### src/rtl/gf_red_if.sv
`default_nettype none
// +----------------------------------------------------------------------+
// | gf_red_if : operand/result bundle for the gf_red reduction unit       |
// | Rev 1.0                                                               |
// +----------------------------------------------------------------------+
interface gf_red_if #(
   parameter int DATA_WIDTH = 8
);
   logic                            op_enable;
   logic [$clog2(DATA_WIDTH):0]     polyn_grade;
   logic [DATA_WIDTH:0]             polyn_red_in;
   logic [2*DATA_WIDTH-1:0]         reduc_in;
   logic [DATA_WIDTH-1:0]           out;
   logic                            op_finish;

   modport master (
      output op_enable, polyn_grade, polyn_red_in, reduc_in,
      input  out, op_finish
   );

   modport slave (
      input  op_enable, polyn_grade, polyn_red_in, reduc_in,
      output out, op_finish
   );
endinterface
`default_nettype wire

### src/rtl/gf_red.sv
`default_nettype none
// +----------------------------------------------------------------------+
// | gf_red : sequential GF(2)[x] reduction, one dividend bit per clock     |
// | Option macro: GF_RED_EARLY_EXIT_EN (exit once the high part is zero)   |
// | Rev 1.0                                                               |
// +----------------------------------------------------------------------+
module gf_red #(
   parameter int DATA_WIDTH = 8
) (
   input  wire logic clk,
   input  wire logic rst,
   gf_red_if.slave   bus
);
   localparam int c_DW2 = 2 * DATA_WIDTH;
   localparam int c_IW  = $clog2(c_DW2);
   localparam int c_GW  = $clog2(DATA_WIDTH) + 1;

   localparam logic [1:0] c_S_IDLE = 2'd0;
   localparam logic [1:0] c_S_RUN  = 2'd1;
   localparam logic [1:0] c_S_WRAP = 2'd2;
   localparam logic [1:0] c_S_DONE = 2'd3;

   logic [1:0]            r_state;
   logic [1:0]            w_state_nxt;
   logic [c_DW2-1:0]      r_acc;
   logic [DATA_WIDTH:0]   r_poly;
   logic [c_GW-1:0]       r_g;
   logic [c_IW-1:0]       r_idx;
   logic [DATA_WIDTH-1:0] r_out;
   logic                  r_finish;

   logic [c_GW-1:0]       w_g_eff;
   logic [c_IW-1:0]       w_g_ext;
   logic [c_IW-1:0]       w_shamt;
   logic [c_DW2-1:0]      w_poly_ext;
   logic [c_DW2-1:0]      w_acc_nxt;
   logic                  w_last;
   logic                  w_exit;
   logic [DATA_WIDTH-1:0] w_mask;
   logic                  w_load;
   logic                  w_step;
   logic                  w_commit;

   assign w_g_eff    = (bus.polyn_grade > c_GW'(DATA_WIDTH)) ? c_GW'(DATA_WIDTH) : bus.polyn_grade;
   assign w_g_ext    = c_IW'(r_g);
   assign w_shamt    = r_idx - w_g_ext;
   assign w_poly_ext = {{(c_DW2-DATA_WIDTH-1){1'b0}}, r_poly};
   assign w_acc_nxt  = r_acc[r_idx] ? (r_acc ^ (w_poly_ext << w_shamt)) : r_acc;
   assign w_last     = (r_idx == w_g_ext);
   assign w_mask     = ~({DATA_WIDTH{1'b1}} << r_g);

`ifdef GF_RED_EARLY_EXIT_EN
   // Nothing at or above x^g left to cancel: the remainder is already final.
   assign w_exit = w_last || ((r_acc >> w_g_ext) == '0);
`else
   assign w_exit = w_last;
`endif

   always_ff @(posedge clk or posedge rst) begin
      if (rst) begin
         r_state <= c_S_IDLE;
      end else begin
         r_state <= w_state_nxt;
      end
   end

   // Grade 0 skips RUN; WRAP then commits acc masked to nothing, i.e. zero.
   always_comb begin
      w_state_nxt = r_state;
      case (r_state)
         c_S_IDLE: if (bus.op_enable) w_state_nxt = (w_g_eff == '0) ? c_S_WRAP : c_S_RUN;
         c_S_RUN:  if (!bus.op_enable) w_state_nxt = c_S_IDLE;
                   else if (w_exit)    w_state_nxt = c_S_WRAP;
         c_S_WRAP: w_state_nxt = bus.op_enable ? c_S_DONE : c_S_IDLE;
         c_S_DONE: if (!bus.op_enable) w_state_nxt = c_S_IDLE;
         default:  w_state_nxt = c_S_IDLE;
      endcase
   end

   always_comb begin
      w_load   = 1'b0;
      w_step   = 1'b0;
      w_commit = 1'b0;
      case (r_state)
         c_S_IDLE: w_load   = bus.op_enable;
         c_S_RUN:  w_step   = bus.op_enable;
         c_S_WRAP: w_commit = bus.op_enable;
         default: ;
      endcase
   end

   always_ff @(posedge clk or posedge rst) begin
      if (rst) begin
         r_acc    <= '0;
         r_poly   <= '0;
         r_g      <= '0;
         r_idx    <= '0;
         r_out    <= '0;
         r_finish <= 1'b0;
      end else begin
         r_finish <= (w_state_nxt == c_S_DONE);
         if (w_load) begin
            r_acc  <= bus.reduc_in;
            r_poly <= bus.polyn_red_in;
            r_g    <= w_g_eff;
            r_idx  <= c_IW'(c_DW2 - 1);
         end
         if (w_step) begin
            r_acc <= w_acc_nxt;
            r_idx <= r_idx - c_IW'(1);
         end
         if (w_commit) begin
            r_out <= r_acc[DATA_WIDTH-1:0] & w_mask;
         end
      end
   end

   assign bus.out       = r_out;
   assign bus.op_finish = r_finish;
endmodule
`default_nettype wire

### src/flat_wrapper.sv
// flat-port wrapper written by rule: the top's interface ports become plain ports
module gf_red_flat 
#(
   parameter int DATA_WIDTH = 8
)
  (clk, rst, bus_op_enable, bus_polyn_grade, bus_polyn_red_in, bus_reduc_in, bus_out, bus_op_finish);
  gf_red_if #(.DATA_WIDTH(DATA_WIDTH)) bus_i ();
  input  wire logic clk;
  input  wire logic rst;
  input wire logic [$bits(bus_i.op_enable)-1:0] bus_op_enable;
  input wire logic [$bits(bus_i.polyn_grade)-1:0] bus_polyn_grade;
  input wire logic [$bits(bus_i.polyn_red_in)-1:0] bus_polyn_red_in;
  input wire logic [$bits(bus_i.reduc_in)-1:0] bus_reduc_in;
  output wire logic [$bits(bus_i.out)-1:0] bus_out;
  output wire logic [$bits(bus_i.op_finish)-1:0] bus_op_finish;
  assign bus_i.op_enable = bus_op_enable;
  assign bus_i.polyn_grade = bus_polyn_grade;
  assign bus_i.polyn_red_in = bus_polyn_red_in;
  assign bus_i.reduc_in = bus_reduc_in;
  assign bus_out = bus_i.out;
  assign bus_op_finish = bus_i.op_finish;
  gf_red #(.DATA_WIDTH(DATA_WIDTH)) u_core (.clk(clk), .rst(rst), .bus(bus_i));
endmodule
### config.mk
export PLATFORM = sky130hd
export DESIGN_NAME = gf_red_flat
export DESIGN_NICKNAME = d
export VERILOG_FILES = /design/src/rtl/gf_red_if.sv /design/src/rtl/gf_red.sv /design/src/flat_wrapper.sv
export SDC_FILE = /design/constraint.sdc
export NUM_CORES = 1
export LEC_CHECK = 0
export CORE_ASPECT_RATIO = 1.25
export CORE_UTILIZATION = 59
export CTS_CLUSTER_SIZE = 30
export DETAILED_ROUTE_END_ITERATION = 10
export PLACE_DENSITY = 0.85
export SYNTH_ARGS = -nofsm -noshare
export SYNTH_HDL_FRONTEND = slang
export SYNTH_SLANG_ARGS = --single-unit
### constraint.sdc
create_clock -name clk -period 4.7 [get_ports clk]
set_input_delay 0.705 -clock clk [delete_from_list [all_inputs] [get_ports clk]]
set_output_delay 0.705 -clock clk [all_outputs]
set_load 0.05 [all_outputs]
==> flow_summary.json <==
{
  "grt_max_degree": 45,
  "route.vias.total": 2645,
  "routedWlPerCell_um": 18.09,
  "post-route-period-util_pct": 70.41,
  "dp_cells": 401,
  "netlist_top_cells_area": "dfrtp_1 38%, mux2_2 7.7%, o21ai_0 5.3%",
  "synth_top_area_share_pct": 37.83,
  "portBuffers": 40,
  "dp_hpwl_um": 5284,
  "critical_path_required_ns": 4.91,
  "finalMaxSlewViolations": 0,
  "clock_latency_ns": 0.29,
  "yosysSeqAreaShare_pct": 37.83,
  "synth_top_area_cell": "dfrtp_1",
  "rrSetupSlack_ns": 1.39,
  "setup_violations": 0,
  "clkSinkCount": 44,
  "grt_use_total_pct": 30.44,
  "antenna_found_initial": 0,
  "hold_viol": 0,
  "synthCells": 321,
  "syn_to_final_growth_pct": 17.24,
  "dieArea_um2": 5220,
  "post-cts-setup-buffer-count": 0,
  "cts_resized": 0,
  "cts_tree": "built",
  "avgSynthCellArea_um2": 9.066,
  "post-place-ws_ns": 1.467,
  "drt_iter0_drc": 252,
  "cp_slowest_cell": "fa_1",
  "pin_count": 41,
  "async_reset_ff_share_pct": 100.0,
  "fin_setup_tns_ns": 0,
  "slowest_delay_ns": 0.89,
  "wirelength_um": 7399,
  "mostFrequentLayoutCells": "44 x dfrtp_1, 40 x clkdlybuf4s50_1, 32 x nand2_1",
  "start_kind": "register",
  "endpoint_kind": "register",
  "setup_ws_ns": 1.391,
  "finalWorstPathRequiredPeriod_ns": 3.309,
  "fin_cells": 409,
  "max_slew_margin_pct": 26.09,
  "die_h_um": 80.53,
  "core_area_um2": 4730,
  "grt_pass1_wl_um": 11960,
  "synth.distinct_cells": 50,
  "whs_ns": 0.4829,
  "clock-root-buffer": "clkbuf_8",
  "fin_worst_skew_ns": 0.006347,
  "fp.dieW_um": 64.82,
  "cellLeakagePower_nw": 1.369,
  "first_global_vias": 2498,
  "cap_viol_max_count": 0,
  "rsz0062_at_grt": "false",
  "max_freq_mhz": 302.2,
  "power.density_nw_per_um2": 647.5,
  "gr-total-overflow": 0,
  "postRouteAntennaNets": 0,
  "remaining_drc_errors": 0,
  "drive_gt1_share_pct": 11.46,
  "final_common_cell": "dfrtp_1",
  "via_per_inst": 6.467,
  "gp_routability_congestion": 0.9102,
  "fin_nets": 385,
  "start_util_pct": 61.53,
  "htreeDepth": 2,
  "rows": 28,
  "critPathMaxFanout": 21,
  "cts_buffer_depth": 2,
  "ys_dominant_reg_cell": "dfrtp_1",
  "synth_edf_count": 0,
  "cp_common_cell": "inv_1",
  "critical_path_class": "register to register",
  "worstMarginPinSlew_ns": 1.105,
  "yosysWarnings": 0,
  "synth_area_um2": 2910,
  "synth-seq-cells": 44,
  "antenna_cells": 0,
  "crit_chain": "inv_1, ha_1, inv_1, fa_1, clkinv_1, mux2i_1, mux2_2, and4_1, nor4_2",
  "cts_hold_buf": 0,
  "cts_buffers": 5,
  "drt_pass1_iterations": 5,
  "status": "completed",
  "syn_nets": 358,
  "cp_data_arrival_time_ns": 3.52,
  "ir_drop_mv": 0.4121,
  "hp-class": "register to register",
  "clk_pin_slew_ns": 0.08
}
==> report_power, final <==
group          switching (mW)  internal, mW  leakage [nW]
clock                   0.130         0.158        0.0552
combinational           0.738         0.514         0.797
sequential              0.162         0.507         0.518
==> per-stage QoR <==
step	power [mW]	instance area, um2	util (%)
floorplan	1.594	2910	-
global placement	1.862	3304	69.87
detailed placement	1.893	3304	69.87
CTS	2.189	3412	72.14
global route	2.346	3412	72.14
finish	2.209	3412	72.14
==> routing by layer <==
layer / track usage (%) / wire, um / vias to the layer above
met4: 11.56 / 203 / 0
li1: - / - / 1233
met3: 5.824 / 460 / 19
met2: 52.71 / 3828 / 131
met1: 36.91 / 2906 / 1262
met5: 0 / 0 / -
==> cells in the mapped netlist, drive strengths merged, types with 4 or more instances <==
| cell type | n |
|---|---|
| nor2 | 28 |
| mux2 | 20 |
| mux4 | 5 |
| a211oi | 4 |
| o22ai | 6 |
| clkbuf | 13 |
| nand2 | 32 |
| a21oi | 22 |
| inv | 11 |
| nand3 | 8 |
| mux2i | 12 |
| nand4 | 4 |
| nor3 | 5 |
| o21ai | 31 |
| buf | 10 |
| dfrtp | 44 |
| nand3b | 5 |
| and3 | 5 |
| ha | 4 |
==> final cells by class <==
class	instances	area, um2
multi-input cells	242	1660
clock inverters	2	35.03
well taps	60	75.07
fillers	379	1318
clock buffers	6	72.57
repair buffers	43	422.9
flip-flops and latches	44	1101
inverters	12	45.04
==> worst max-delay path, delay by kind of cell (launching register included) <==
kind	cells	cell delay, ns
buffers and inverters	3	0.62
flip-flops	1	0.51
multiplexers	2	0.54
adder cells (fa/ha/maj)	2	1.08
AND/OR/NAND/NOR	2	0.46
==> cell families (layout without fill, tap and decap cells) <==
logic type	after synthesis	after routing	share of synthesized area (%)
XOR/XNOR	3	3	0.9030
buffers and inverters	35	63	5.116
AND/OR/NAND/NOR	97	97	15.74
adder cells (fa/ha/maj)	5	5	2.408
flip-flops	44	44	37.83
AO/OA/AOI/OAI	100	100	22.27
multiplexers	37	37	15.74
==> flip-flops by register name, indices dropped and copies added (netlist names) <==
signal	cells
u_core.r_poly	9
u_core.r_g	4
u_core.r_acc	16
u_core.bus.out	8
u_core.bus.op_finish	1
u_core.r_state	2
u_core.r_idx	4
==> worst paths after layout <==
kind,cells past startpoint,start,end
setup / recovery,9,u_core.r_idx[0],u_core.r_acc[14]
hold / removal,2,u_core.bus.out[6],u_core.bus.out[6]
setup reg to reg,9,u_core.r_idx[0],u_core.r_acc[14]
hold reg to reg,2,u_core.bus.out[6],u_core.bus.out[6]
max in group asynchronous,3,rst,u_core.r_acc[10]
min in group asynchronous,3,rst,u_core.r_g[0]
Note: power is estimated with default switching activity, not from simulation.
